## config.mk

```make
export PLATFORM = sky130hd
export DESIGN_NAME = mem_port_arbiter_flat
export DESIGN_NICKNAME = d
export VERILOG_FILES = /design/src/rtl/mem_port_arbiter_pkg.sv /design/src/rtl/mem_port_arbiter_if.sv /design/src/rtl/mem_port_arbiter.sv /design/src/flat_wrapper.sv
export SDC_FILE = /design/constraint.sdc
export NUM_CORES = 1
export LEC_CHECK = 0
export ABC_AREA = 1
export BUFFER_PORTS_ARGS = -buffer_cell sky130_fd_sc_hd__buf_2
export CAP_MARGIN = 20
export CORE_MARGIN = 8
export CORE_UTILIZATION = 50
export DETAILED_ROUTE_END_ITERATION = 12
export PLACE_DENSITY = 0.85
export SLEW_MARGIN = 20
export SYNTH_ARGS = -nofsm -noshare
export SYNTH_HDL_FRONTEND = slang
export SYNTH_SLANG_ARGS = --single-unit
```

## constraint.sdc

```tcl
create_clock -name clk -period 2.3 [get_ports clk]
set_clock_uncertainty 0.2 [all_clocks]
set_input_delay 0.23 -clock clk [delete_from_list [all_inputs] [get_ports clk]]
set_output_delay 0.23 -clock clk [all_outputs]
set_load 0.1 [all_outputs]
```

## src/rtl/mem_port_arbiter_pkg.sv

```systemverilog
// Shared encodings and defaults for the IF/MEM unified-memory port arbiter.
package mem_port_arbiter_pkg;

  typedef enum logic [1:0] {
    ARB_IDLE = 2'd0,
    ARB_BUSY = 2'd1,
    ARB_RESP = 2'd2
  } arb_state_e;

  localparam logic ARB_OWN_I = 1'b0;
  localparam logic ARB_OWN_D = 1'b1;

  localparam int ARB_MEM_LATENCY = 4;
  localparam int ARB_CNT_W       = 4;

  // Contended requests go to the port that did not win last time.
  function automatic logic arb_rr_pick(input logic i_req, input logic d_req, input logic last_grant);
    if (i_req && d_req) begin
      return ~last_grant;
    end
    return d_req ? ARB_OWN_D : ARB_OWN_I;
  endfunction

endpackage

```

## src/rtl/mem_port_arbiter_if.sv

```systemverilog
// Fetch port, data port and memory-side signals of the port arbiter; slave = arbiter view.
interface mem_port_arbiter_if
  import mem_port_arbiter_pkg::*;
#(
  parameter int ADDR_W = 16,
  parameter int DATA_W = 16
);
  logic              i_req;
  logic [ADDR_W-1:0] i_addr;
  logic              i_ready;
  logic [DATA_W-1:0] i_rdata;
  logic              i_stall;

  logic              d_req;
  logic              d_we;
  logic [ADDR_W-1:0] d_addr;
  logic [DATA_W-1:0] d_wdata;
  logic              d_ready;
  logic [DATA_W-1:0] d_rdata;
  logic              d_stall;

  logic              mem_read;
  logic              mem_write;
  logic [ADDR_W-1:0] mem_addr;
  logic [DATA_W-1:0] mem_wdata;
  logic [DATA_W-1:0] mem_rdata;

  modport slave (
    input  i_req, i_addr, d_req, d_we, d_addr, d_wdata, mem_rdata,
    output i_ready, i_rdata, i_stall, d_ready, d_rdata, d_stall,
           mem_read, mem_write, mem_addr, mem_wdata
  );

  modport master (
    output i_req, i_addr, d_req, d_we, d_addr, d_wdata, mem_rdata,
    input  i_ready, i_rdata, i_stall, d_ready, d_rdata, d_stall,
           mem_read, mem_write, mem_addr, mem_wdata
  );
endinterface

```

## src/rtl/mem_port_arbiter.sv

```systemverilog
// Shares one single-ported memory between the fetch and data ports over a fixed latency.
// Define ARB_ROUND_ROBIN_EN for round-robin on contention; otherwise data always wins.
module mem_port_arbiter
  import mem_port_arbiter_pkg::*;
#(
  parameter int ADDR_W      = 16,
  parameter int DATA_W      = 16,
  parameter int MEM_LATENCY = ARB_MEM_LATENCY
) (
  input  logic              clk,
  input  logic              reset_n,
  mem_port_arbiter_if.slave bus
);
  localparam logic [ARB_CNT_W-1:0] CNT_INIT = ARB_CNT_W'(MEM_LATENCY - 1);

  arb_state_e           state_q, state_d;
  logic [ARB_CNT_W-1:0] cnt_q, cnt_d;
  logic                 owner_q, owner_d;
  logic                 we_q, we_d;
  logic [ADDR_W-1:0]    addr_q, addr_d;
  logic [DATA_W-1:0]    wdata_q, wdata_d;
  logic [DATA_W-1:0]    i_rdata_q, i_rdata_d;
  logic [DATA_W-1:0]    d_rdata_q, d_rdata_d;
  logic                 i_ready_q, i_ready_d;
  logic                 d_ready_q, d_ready_d;
  logic                 grant_owner;
  logic                 any_req;

  assign any_req = bus.i_req | bus.d_req;

`ifdef ARB_ROUND_ROBIN_EN
  logic last_grant_q, last_grant_d;

  assign grant_owner = arb_rr_pick(bus.i_req, bus.d_req, last_grant_q);

  always_comb begin
    last_grant_d = last_grant_q;
    if (state_q == ARB_IDLE && any_req) begin
      last_grant_d = grant_owner;
    end
  end

  always_ff @(posedge clk) begin
    if (!reset_n) begin
      last_grant_q <= ARB_OWN_D;
    end else begin
      last_grant_q <= last_grant_d;
    end
  end
`else
  // The MEM-stage instruction is older than the one being fetched, so it goes first.
  assign grant_owner = bus.d_req ? ARB_OWN_D : ARB_OWN_I;
`endif

  always_comb begin
    state_d   = state_q;
    cnt_d     = cnt_q;
    owner_d   = owner_q;
    we_d      = we_q;
    addr_d    = addr_q;
    wdata_d   = wdata_q;
    i_rdata_d = i_rdata_q;
    d_rdata_d = d_rdata_q;
    i_ready_d = 1'b0;
    d_ready_d = 1'b0;
    unique case (state_q)
      ARB_IDLE: begin
        if (any_req) begin
          owner_d = grant_owner;
          addr_d  = (grant_owner == ARB_OWN_D) ? bus.d_addr : bus.i_addr;
          we_d    = (grant_owner == ARB_OWN_D) & bus.d_we;
          wdata_d = (grant_owner == ARB_OWN_D) ? bus.d_wdata : '0;
          cnt_d   = CNT_INIT;
          state_d = ARB_BUSY;
        end
      end
      ARB_BUSY: begin
        if (cnt_q == '0) begin
          // Final busy cycle: memory data is valid now, ready pulses from RESP.
          if (!we_q) begin
            if (owner_q == ARB_OWN_D) d_rdata_d = bus.mem_rdata;
            else                      i_rdata_d = bus.mem_rdata;
          end
          d_ready_d = (owner_q == ARB_OWN_D);
          i_ready_d = (owner_q == ARB_OWN_I);
          state_d   = ARB_RESP;
        end else begin
          cnt_d = cnt_q - 1'b1;
        end
      end
      ARB_RESP: state_d = ARB_IDLE;
      default:  state_d = ARB_IDLE;
    endcase
  end

  always_ff @(posedge clk) begin
    if (!reset_n) begin
      state_q   <= ARB_IDLE;
      cnt_q     <= '0;
      owner_q   <= ARB_OWN_I;
      we_q      <= 1'b0;
      addr_q    <= '0;
      wdata_q   <= '0;
      i_rdata_q <= '0;
      d_rdata_q <= '0;
      i_ready_q <= 1'b0;
      d_ready_q <= 1'b0;
    end else begin
      state_q   <= state_d;
      cnt_q     <= cnt_d;
      owner_q   <= owner_d;
      we_q      <= we_d;
      addr_q    <= addr_d;
      wdata_q   <= wdata_d;
      i_rdata_q <= i_rdata_d;
      d_rdata_q <= d_rdata_d;
      i_ready_q <= i_ready_d;
      d_ready_q <= d_ready_d;
    end
  end

  assign bus.mem_read  = (state_q == ARB_BUSY) & ~we_q;
  assign bus.mem_write = (state_q == ARB_BUSY) & we_q & (cnt_q == '0);
  assign bus.mem_addr  = addr_q;
  assign bus.mem_wdata = wdata_q;

  assign bus.i_ready = i_ready_q;
  assign bus.i_rdata = i_rdata_q;
  assign bus.i_stall = bus.i_req & ~i_ready_q;
  assign bus.d_ready = d_ready_q;
  assign bus.d_rdata = d_rdata_q;
  assign bus.d_stall = bus.d_req & ~d_ready_q;

endmodule

```

## src/flat_wrapper.sv

```systemverilog
// flat-port wrapper written by rule: the top's interface ports become plain ports
module mem_port_arbiter_flat import mem_port_arbiter_pkg::*;
#(
  parameter int ADDR_W      = 16,
  parameter int DATA_W      = 16,
  parameter int MEM_LATENCY = ARB_MEM_LATENCY
)
  (clk, reset_n, bus_i_req, bus_i_addr, bus_d_req, bus_d_we, bus_d_addr, bus_d_wdata, bus_mem_rdata, bus_i_ready, bus_i_rdata, bus_i_stall, bus_d_ready, bus_d_rdata, bus_d_stall, bus_mem_read, bus_mem_write, bus_mem_addr, bus_mem_wdata);
  mem_port_arbiter_if #(.ADDR_W(ADDR_W), .DATA_W(DATA_W)) bus_i ();
  input  logic clk;
  input  logic reset_n;
  input wire logic [$bits(bus_i.i_req)-1:0] bus_i_req;
  input wire logic [$bits(bus_i.i_addr)-1:0] bus_i_addr;
  input wire logic [$bits(bus_i.d_req)-1:0] bus_d_req;
  input wire logic [$bits(bus_i.d_we)-1:0] bus_d_we;
  input wire logic [$bits(bus_i.d_addr)-1:0] bus_d_addr;
  input wire logic [$bits(bus_i.d_wdata)-1:0] bus_d_wdata;
  input wire logic [$bits(bus_i.mem_rdata)-1:0] bus_mem_rdata;
  output wire logic [$bits(bus_i.i_ready)-1:0] bus_i_ready;
  output wire logic [$bits(bus_i.i_rdata)-1:0] bus_i_rdata;
  output wire logic [$bits(bus_i.i_stall)-1:0] bus_i_stall;
  output wire logic [$bits(bus_i.d_ready)-1:0] bus_d_ready;
  output wire logic [$bits(bus_i.d_rdata)-1:0] bus_d_rdata;
  output wire logic [$bits(bus_i.d_stall)-1:0] bus_d_stall;
  output wire logic [$bits(bus_i.mem_read)-1:0] bus_mem_read;
  output wire logic [$bits(bus_i.mem_write)-1:0] bus_mem_write;
  output wire logic [$bits(bus_i.mem_addr)-1:0] bus_mem_addr;
  output wire logic [$bits(bus_i.mem_wdata)-1:0] bus_mem_wdata;
  assign bus_i.i_req = bus_i_req;
  assign bus_i.i_addr = bus_i_addr;
  assign bus_i.d_req = bus_d_req;
  assign bus_i.d_we = bus_d_we;
  assign bus_i.d_addr = bus_d_addr;
  assign bus_i.d_wdata = bus_d_wdata;
  assign bus_i.mem_rdata = bus_mem_rdata;
  assign bus_i_ready = bus_i.i_ready;
  assign bus_i_rdata = bus_i.i_rdata;
  assign bus_i_stall = bus_i.i_stall;
  assign bus_d_ready = bus_i.d_ready;
  assign bus_d_rdata = bus_i.d_rdata;
  assign bus_d_stall = bus_i.d_stall;
  assign bus_mem_read = bus_i.mem_read;
  assign bus_mem_write = bus_i.mem_write;
  assign bus_mem_addr = bus_i.mem_addr;
  assign bus_mem_wdata = bus_i.mem_wdata;
  mem_port_arbiter #(.ADDR_W(ADDR_W), .DATA_W(DATA_W), .MEM_LATENCY(MEM_LATENCY)) u_core (.clk(clk), .reset_n(reset_n), .bus(bus_i));
endmodule
```

After elaboration in Yosys (flattened, before gate mapping)
Index checks and enable logic that the tools add are counted.

Flip-flop bits (word level): 74. Bits of input ports: 69. Output and inout port bits: 70. Logic and storage cells: 44.

$add $sub $neg: 1. Equality and inequality tests: 4. Mux-type cells: 9. Bitwise operators: 11. Reductions and logical operators: 9.

Operator list (number): 16-bit two-way mux (2); 4-bit two-way mux (2); 4-bit one-hot mux with 2 select lines (1); 4-bit AND reduction (2); 1-bit AND (6); 3-bit AND reduction (2); 4-bit logical NOT (1); 2-bit two-way mux (2); 2-bit by 1-bit != test with 1-bit output (second input constant) (2); 1-bit inverter (4); 2-bit one-hot mux with 2 select lines (1); 2-bit AND reduction (2); 4-bit by 1-bit subtractor with 4-bit output (second input constant) (1); 2-bit by 1-bit == test with 1-bit output (second input constant) (1); 2-bit logical NOT (1); 2-bit != test (second input constant) (1); 2-bit nonzero test (1); 1-bit two-way mux (1); 1-bit bitwise OR (1).

Logic depth before layout (Yosys ltp)
Gate-level depths: netlist of run 1.

Word-level depth: 3. Depth in mapped cells: 9. Depth with buffers taken out: 8.

Worst setup path before layout of run 1
Ideal clock, no wire load.

Path type: register to output. Start: register u_core.d_ready_q, in the netlist u_core.bus.d_ready. End: output bus_d_stall. Arrival time: 2047 ps. Data required time: 1870 ps. Setup slack: -177 ps. Cell stages (with the launch flop): 2. Path buffers: 0. Cell sequence: dfxtp_1 -> nor2_1.

Longest elaborated chain between the ends: 2.

RTL lines: from (decl) (RTL line mem_port_arbiter.sv:25) `logic d_ready_q, d_ready_d;`; from (signal assigned) (RTL line mem_port_arbiter.sv:118) `d_ready_q <= d_ready_d;`; 1-bit inverter (RTL line mem_port_arbiter.sv:132) `assign bus.d_stall = bus.d_req & ~d_ready_q;`; 1-bit AND (RTL line mem_port_arbiter.sv:132); to (decl) (RTL line flat_wrapper.sv:24) `output wire logic [$bits(bus_i.d_stall)-1:0] bus_d_stall;`.

No other way between the ends.

Final worst setup path of run 1
Start: register u_core.cnt_q[0]. End: output bus_mem_write.

Longest elaborated chain between the ends: 2.

RTL lines: from (decl) (RTL line mem_port_arbiter.sv:17) `logic [ARB_CNT_W-1:0] cnt_q, cnt_d;`; from (signal assigned) (RTL line mem_port_arbiter.sv:110) `cnt_q <= cnt_d;`; 4-bit logical NOT (RTL line mem_port_arbiter.sv:123) `assign bus.mem_write = (state_q == ARB_BUSY) & we_q & (cnt_q == '0);`; 1-bit AND (RTL line mem_port_arbiter.sv:123); to (decl) (RTL line flat_wrapper.sv:26) `output wire logic [$bits(bus_i.mem_write)-1:0] bus_mem_write;`.

No other way between the ends.

==> flow_summary.json, run 1 <==
{
  "status": "complete, no violations",
  "mostFrequentLayoutCells": "buf_2 (138), nor2_1 (88), dfxtp_1 (74)",
  "layout_setup_ws_ps": 168,
  "p_per_area_nw_per_um2": 950,
  "antenna_found_initial": 0,
  "post-place-ws_ps": 399,
  "yosysTopAreaCellShare_pct": 50.2,
  "wl_met1_um": 3480,
  "hold_viol_final": 0,
  "drt_wl_total_um": 8900,
  "port_buffers": 138,
  "p_clk_share_pct": 22.1,
  "multi_input_area_sq_um": 1230,
  "end_kind": "output port",
  "drt_iter0_markers": 135,
  "synthTopCellsByArea": "dfxtp_1 (50%), nor2_1 (12%), nand2_1 (8.9%)",
  "dieArea_sq_um": 8610,
  "drt-wirelength-per-cell_um": 14.0,
  "top_layer_used": "met4",
  "worst_pin_slew_ps": 623,
  "yosysTopAreaCell": "dfxtp_1",
  "clkTransAtPathRegs_ps": 80,
  "clk_path_buf_depth": 2,
  "drt_pass1_iterations": 4,
  "gr-usage-all-layers_pct": 20.6,
  "grt_pass1_wl_um": 14400,
  "cts_resized": 0,
  "rsz0062_at_grt": "no",
  "drive_gt1_share_pct": 30.7,
  "netlist-cell-type-count": 26,
  "die_width_um": 92.8,
  "cts_max_level": 3,
  "postRouteAntennaNets": 0,
  "clk_latency_ps": 340,
  "start_util_pct": 50.7,
  "switching_share_pct": 46.4,
  "ys_ff_latch": 74,
  "internal-power_w": 0.00211,
  "synth_top_family_by_area": "simple AND/OR/NAND/NOR gates",
  "syn2layout_area_growth_pct": 40.2,
  "setup_viol": 0,
  "max-vdd-ir-drop_mv": 0.661,
  "ios": 139,
  "dr_wl_met2_um": 4390,
  "drcViolationCount": 0,
  "fmax_mhz": 469,
  "worstPathRequired_ps": 1870,
  "muxShareOfSynthArea_pct": 0,
  "yosysWarnings": 0,
  "vias": 3058,
  "place.gp.congestion": 0.878,
  "grt_max_degree": 21,
  "antenna_cells": 0,
  "via_per_inst": 4.82,
  "critPathLaunchType": "flip-flop",
  "synth_compound_area_share_pct": 13.9,
  "cap_violations": 0,
  "cp_max_fo": 5,
  "crit_arrival_ps": 1700,
  "core_sq_um": 5820,
  "worstSetupPathType": "flip-flop to output port",
  "synth_xor_area_share_pct": 0,
  "rows": 28,
  "combinationalPowerShare_pct": 39.8,
  "fillers": 482,
  "finalSetupTns_ps": 0,
  "slew_violations": 0,
  "synthAdderAreaFrac_pct": 0.424,
  "numCtsBuffers": 9,
  "cts_root_buf": "clkbuf_8",
  "wl_met3_um": 855,
  "cts_tree": "done",
  "yosysSeqAreaShare_pct": 50.2,
  "p_sw_w": 0.00182,
  "synthSimpleGateAreaFrac_pct": 27.1,
  "regArea_sq_um": 1480,
  "overflow": 0,
  "layout.nets": 625,
  "hpwl_um": 6110,
  "synth_nets": 460,
  "final_common_cell": "buf_2",
  "period_share_pct": 92.7,
  "dieHeight_um": 92.8,
  "clock_sinks": 74,
  "final.min_clock_period_ps": 2130,
  "seq_power_share_pct": 38.1,
  "netlist_area_sq_um": 2950,
  "avgSynthCellArea_sq_um": 7.56,
  "hold-worst-slack_ps": 32.9,
  "relSlewSlack_pct": 58.3,
  "syn_inst": 390,
  "power_leakage_nw": 2.13,
  "grt_pass1_vias": 3091,
  "hold_class": "primary input to flip-flop"
}
[state kept, by name, indices dropped and copies added, names as in the netlist, 2 cells and up]
signal / count
u_core.bus.d_rdata: 16
u_core.bus.i_rdata: 16
u_core.bus.mem_addr: 16
u_core.bus.mem_wdata: 16
u_core.cnt_q: 4
u_core.state_q: 2
[metrics by stage]
stage | util [%] | cells | power [W] | area (sq um)
floorplan | - | 390 | 0.00279 | 2960
global placement | 62.5 | 586 | 0.00302 | 3640
detailed placement | 62.5 | 586 | 0.00304 | 3640
CTS | 71.1 | 635 | 0.00395 | 4140
global route | 71.1 | 635 | 0.00411 | 4140
finish | 71.1 | 635 | 0.00393 | 4140
[synthesized netlist by cell type, drive strengths merged]
cell / n
clkbuf: 7
a21oi: 3
buf: 12
ha: 1
nor2: 95
o21bai: 16
nand3: 4
nor3: 19
inv: 31
dfxtp: 74
nand2: 73
o21ai: 53
o22ai: 1
clkinv: 1
[power by group through the flow]
stage	Sequential [W]	Clock (W)	Combinational, W
6_report	0.00150	0.000868	0.00157
2_1_floorplan	0.00235	0	0.000440
5_1_grt	0.00151	0.000942	0.00166
3_5_place_dp	0.00152	0	0.00152
3_3_place_gp	0.00152	0	0.00150
4_1_cts	0.00149	0.000893	0.00157
[path summary, 6_finish.rpt]
path / slack (ps) / depth (start not counted) / end / startpoint
worst max-delay path: 170 / 5 / bus_mem_write / u_core.cnt_q[0]
worst min-delay path: 30 / 5 / u_core.bus.mem_addr[11] / bus_i_addr[11]
worst max register to register: 360 / 6 / u_core.bus.d_rdata[0] / u_core.cnt_q[0]
worst min register to register: 260 / 2 / u_core.bus.mem_wdata[15] / u_core.bus.mem_wdata[15]
[routing by layer]
metal	global-route usage, %	up-vias
met5	0	-
met4	7.79	0
met1	23.0	1353
met3	6.63	13
met2	35.5	133
li1	-	1559
[cell families after synthesis]
kind of cell / count (synthesis)
simple gates: 191
flops: 74
buf+inv: 51
compound gates: 73
fa+ha+maj: 1
[critical path: stages, from the launching register on]
cell and delay, ps:
dfxtp_1 330, inv_1 80, ha_1 240, nand3_1 180, nor2_2 100, buf_2 430
[what timing repair did]
| item | 4_1_cts | 5_1_grt |
|---|---|---|
| hold buffers | 33 | 0 |
| buffers inserted | 0 | 0 |
| hold endpoints to repair | 49 | 0 |
[area by class of cell]
cell class	instances	area share (%)
Clock inverter	6	1.06
Inverter	32	3.05
Sequential cell	74	35.8
Tap cell	75	2.27
Timing Repair Buffer	173	25.0
Clock buffer	10	3.08
Multi-Input combinational cell	265	29.7
(Power assumes the default switching activity.)
==> inputs of run 2 (changes only) <==
--- a/config.mk
+++ b/config.mk
@@ -11,7 +11,7 @@
 export CORE_MARGIN = 8
 export CORE_UTILIZATION = 50
 export DETAILED_ROUTE_END_ITERATION = 12
-export PLACE_DENSITY = 0.85
+export PLACE_DENSITY = 0.95
 export SLEW_MARGIN = 20
 export SYNTH_ARGS = -nofsm -noshare
 export SYNTH_HDL_FRONTEND = slang
==> run 2 against run 1 <==
  * Final cell count rose by 0.31%
  * Sequential cell count did not move
  * Sequential share of layout area fell by 0.65 points
  * Via count rose by 3.0%
  * First-iteration DRC count rose by 11%
  * Total power rose by 7.5%
  * Worst setup slack improved by 17 ps
  * Critical path depth did not move
  * Global-route usage rose by 1.2 points
  * Die area did not move
  * Register-to-register slack improved by 220 ps
  * Clock power rose by 32%
  * Critical path type unchanged
  * Largest power group unchanged
  * Highest routed layer unchanged
==> flow_summary.json, run 2 (same netlist as run 1, synthesis figures left out) <==
{
  "relSlewSlack_pct": 57.1,
  "final.min_clock_period_ps": 2120,
  "combinationalPowerShare_pct": 37.4,
  "internal-power_w": 0.00242,
  "rsz0062_at_grt": "no",
  "hold_class": "primary input to flip-flop",
  "finalInstanceArea_sq_um": 4210,
  "postRouteAntennaNets": 0,
  "drcViolationCount": 0,
  "fmax_mhz": 473,
  "drive_gt1_share_pct": 31.0,
  "vias": 3151,
  "regArea_sq_um": 1480,
  "dpl_cell_area_sq_um": 3640,
  "cts_hold_buf": 33,
  "layout.nets": 626,
  "port_buffers": 138,
  "p_clk_share_pct": 27.3,
  "worst_pin_slew_ps": 642,
  "max-vdd-ir-drop_mv": 0.600,
  "hpwl_um": 6240,
  "hold_viol_final": 0,
  "final_util_pct": 72.5,
  "cts_resized": 0,
  "place.gp.congestion": 0.845,
  "clk_latency_ps": 330,
  "clock_sinks": 74,
  "cts_root_buf": "clkbuf_8",
  "grt_pass1_wl_um": 15300,
  "grt_pass1_vias": 3229,
  "clkTransAtPathRegs_ps": 70,
  "status": "complete, no violations",
  "dp.cells": 587,
  "dieArea_sq_um": 8610,
  "drt_pass1_iterations": 5,
  "path_cells": "inv_1, ha_1, nand3_1, nor2_2, buf_2",
  "dieHeight_um": 92.8,
  "overflow": 0,
  "grt_max_degree": 21,
  "core_sq_um": 5820,
  "setup_viol": 0,
  "crit_slowest_cell": "buf_2",
  "drt_wl_total_um": 9460,
  "path_buf_inv": 2,
  "critPathMaxStageDelay_ps": 430,
  "numCtsBuffers": 9,
  "crit_arrival_ps": 1690,
  "antenna_found_initial": 1,
  "fillers": 467,
  "syn2layout_area_growth_pct": 42.8,
  "start_util_pct": 50.7,
  "cp_max_fo": 5,
  "slew_violations": 0,
  "mostFrequentLayoutCells": "buf_2 (138), nor2_1 (88), dfxtp_1 (74)",
  "multi_input_area_sq_um": 1230,
  "finalSetupTns_ps": 0,
  "power_leakage_nw": 2.18,
  "cap_violations": 0,
  "r2r-start": "u_core.cnt_q[0]",
  "worstSetupPathType": "flip-flop to output port",
  "p_sw_w": 0.00181,
  "cts_tree": "done",
  "critPathLaunchType": "flip-flop",
  "seq_power_share_pct": 35.4,
  "gr-usage-all-layers_pct": 21.7,
  "period_share_pct": 92.0,
  "ios": 139,
  "end_kind": "output port",
  "rows": 28,
  "via_per_inst": 4.95,
  "switching_share_pct": 42.8,
  "drt-wirelength-per-cell_um": 14.9,
  "final_common_cell": "buf_2",
  "startpoint": "u_core.cnt_q[0]",
  "finalNonFillerCells": 637,
  "p_per_area_nw_per_um2": 1000,
  "drt_iter0_markers": 150,
  "min_from": "bus_i_addr[13]",
  "cpLargestDelayFamily": "buffers and inverters",
  "post_cts_buffers": 0,
  "worstPathRequired_ps": 1870,
  "cts_max_level": 3,
  "clk_path_buf_depth": 2,
  "die_width_um": 92.8
}
-- run 2: power groups by stage --
stage | registers [W] | clock network, W | logic [W]
global placement | 0.00151 | 0 | 0.00150
finish | 0.00150 | 0.00115 | 0.00158
floorplan | 0.00235 | 0 | 0.000440
global route | 0.00151 | 0.00123 | 0.00166
detailed placement | 0.00152 | 0 | 0.00153
CTS | 0.00149 | 0.00117 | 0.00157
-- run 2: final timing paths --
path | to | slack (ps) | depth (start not counted)
min | u_core.bus.mem_addr[13] | 40 | 5
min reg2reg | u_core.bus.mem_wdata[2] | 260 | 2
max reg2reg | u_core.bus.i_rdata[5] | 580 | 8
max | bus_mem_write | 180 | 5
-- run 2: cell type report --
| type | count | share of cell area (%) |
|---|---|---|
| Sequential cell | 74 | 35.2 |
| Multi-Input combinational cell | 265 | 29.2 |
| Timing Repair Buffer | 174 | 24.8 |
| Clock buffer | 12 | 3.92 |
| Inverter | 32 | 3.00 |
| Tap cell | 75 | 2.23 |
| Clock inverter | 4 | 1.72 |
| Antenna cell | 1 | 0.0594 |
-- run 2: metrics by stage --
| step | setup WS, ps | power (W) | hold slack (ps) |
|---|---|---|---|
| final | 185 | 0.00423 | 41.0 |
| after global routing | 75.4 | 0.00440 | 73.6 |
| after CTS | 163 | 0.00424 | 39.4 |
| after detailed placement | 500 | 0.00305 | 249 |
| after global placement | 566 | 0.00302 | 237 |
| after floorplan | 276 | 0.00279 | 168 |
-- run 2: tightest hold or removal path, stage by stage --
cell and delay [ps]:
buf_2 80, nand2_1 40, nand2_1 50, o21ai_0 70, nor2_1 70
-- run 2: per-layer routing --
layer	vias up	wire, um	GRT usage, %	share of wire [%]
li1	1567	-	-	-
met1	1390	3560	23.3	38
met2	161	4660	37.7	49
met3	33	867	6.15	9.2
met4	0	370	11.8	3.9
met5	-	0	0	0
==> inputs of run 3 (changes only) <==
==> constraint.sdc (replaced) <==
create_clock -name clk -period 2.7 [get_ports clk]
set_clock_uncertainty 0.2 [all_clocks]
set_input_delay 0.54 -clock clk [delete_from_list [all_inputs] [get_ports clk]]
set_output_delay 0.54 -clock clk [all_outputs]
set_load 0.1 [all_outputs]
==> run 3 against run 2 <==
  * Sequential cell count unchanged
  * Worst hold slack improved by 210 ps
  * Register-to-register slack improved by 150 ps
  * Largest cell class unchanged
  * Highest routed layer unchanged
==> flow_summary.json, run 3 (same netlist as run 1, synthesis figures left out) <==
{
  "fmax_mhz": 401,
  "path_buf_inv": 2,
  "numCtsBuffers": 9,
  "worstPathRequired_ps": 1960,
  "cts_max_level": 3,
  "drt_iter0_markers": 134,
  "gr-usage-all-layers_pct": 18.1,
  "rr_worst_depth": 6,
  "drive_gt1_share_pct": 32.4,
  "final_util_pct": 65.3,
  "r2r-start": "u_core.cnt_q[0]",
  "final_common_cell": "buf_2",
  "start_util_pct": 50.7,
  "die_width_um": 92.8,
  "mostFrequentLayoutCells": "buf_2 (138), nor2_1 (88), dfxtp_1 (74)",
  "place.gp.congestion": 0.848,
  "cts_resized": 0,
  "cpLargestDelayFamily": "buffers and inverters",
  "grt_max_degree": 39,
  "drt_wl_total_um": 7960,
  "port_buffers": 138,
  "min_from": "bus_d_wdata[1]",
  "r2r_end": "u_core.bus.d_rdata[12]",
  "r2r_setup_slack_ps": 730,
  "finalSetupTns_ps": 0,
  "setup_viol": 0,
  "cts_root_buf": "clkbuf_8",
  "hold_viol_final": 0,
  "dieHeight_um": 92.8,
  "cp_max_fo": 5,
  "dieArea_sq_um": 8610,
  "core_sq_um": 5820,
  "critPathMaxStageDelay_ps": 430,
  "grt_pass1_vias": 2883,
  "layout.nets": 592,
  "end_kind": "output port",
  "syn2layout_area_growth_pct": 28.8,
  "grt_pass1_wl_um": 12900,
  "relSlewSlack_pct": 58.5,
  "cts_hold_buf": 0,
  "path_cells": "inv_1, ha_1, nand3_1, nor2_2, buf_2",
  "ios": 139,
  "power_leakage_nw": 2.00,
  "rows": 28,
  "slew_violations": 0,
  "dr_wl_met2_um": 3930,
  "antenna_found_initial": 0,
  "clock_sinks": 74,
  "hpwl_um": 6110,
  "drt-wirelength-per-cell_um": 13.2,
  "final.min_clock_period_ps": 2490,
  "fillers": 508,
  "critPathLaunchType": "flip-flop",
  "hold_class": "primary input to flip-flop",
  "post_cts_buffers": 0,
  "drt_pass1_iterations": 4,
  "wl_met1_um": 3170,
  "top_layer_used": "met4",
  "cts_tree": "done",
  "max-vdd-ir-drop_mv": 0.474,
  "p_per_area_nw_per_um2": 862,
  "drcViolationCount": 0,
  "vias": 2932,
  "worst_pin_slew_ps": 621,
  "overflow": 0,
  "rsz0062_at_grt": "no",
  "clk_latency_ps": 330,
  "cap_violations": 0,
  "period_share_pct": 92.3,
  "clkTransAtPathRegs_ps": 70,
  "wl_met3_um": 721,
  "crit_arrival_ps": 1750,
  "antenna_cells": 0,
  "min_to": "u_core.bus.mem_wdata[1]",
  "postRouteAntennaNets": 0,
  "worstSetupPathType": "flip-flop to output port",
  "crit_slowest_cell": "buf_2",
  "status": "complete, no violations",
  "clk_path_buf_depth": 2,
  "worstHoldPathCells": 3,
  "via_per_inst": 4.87
}
run 3: worst max-delay path by stage:
stage,startpoint,end,slack (ps),cells past startpoint
CTS,u_core.cnt_q[0],bus_mem_write,190,5
finish,u_core.cnt_q[0],bus_mem_write,210,5
global placement,reset_n,u_core.we_q,580,3
global route,u_core.cnt_q[0],bus_mem_write,50,5
floorplan,bus_d_req,bus_d_stall,300,4
detailed placement,reset_n,u_core.bus.mem_wdata[5],480,3
run 3: final cells by class:
cell class	instances	area (sq um)	area share [%]
inverter	32	126	3.33
multi-input combinational	265	1230	32.3
tap	75	93.8	2.47
clock buffer	11	131	3.46
clock inverter	5	31.3	0.823
sequential	74	1480	39.0
timing repair buffer	140	706	18.6
run 3: stage by stage:
stage               hold WS, ps  std cells  power (W)  area (sq um)  setup slack (ps)
finish                      251        602    0.00327          3800               207
global route                240        602    0.00344          3800              48.1
CTS                         239        602    0.00330          3800               186
detailed placement          243        586    0.00259          3640               482
global placement            240        586    0.00257          3640               579
floorplan                   282        390    0.00238          2960               295
run 3: power breakdown:
| group | internal (W) | switching [W] | total, W |
|---|---|---|---|
| logic | 0.000223 | 0.00107 | 0.00129 |
| clock network | 0.000331 | 0.000378 | 0.000709 |
| registers | 0.00121 | 0.0000643 | 0.00127 |
run 3: routing by layer:
metal / GRT usage (%) / vias to the layer above
li1: - / 1495
met1: 19.4 / 1293
met2: 32.0 / 132
met3: 5.50 / 12
met4: 7.52 / 0
met5: 0 / -
run 3: tightest hold or removal path, cell delays in order:
cell	delay (ps)
buf_2	90
inv_1	40
o21ai_1	50
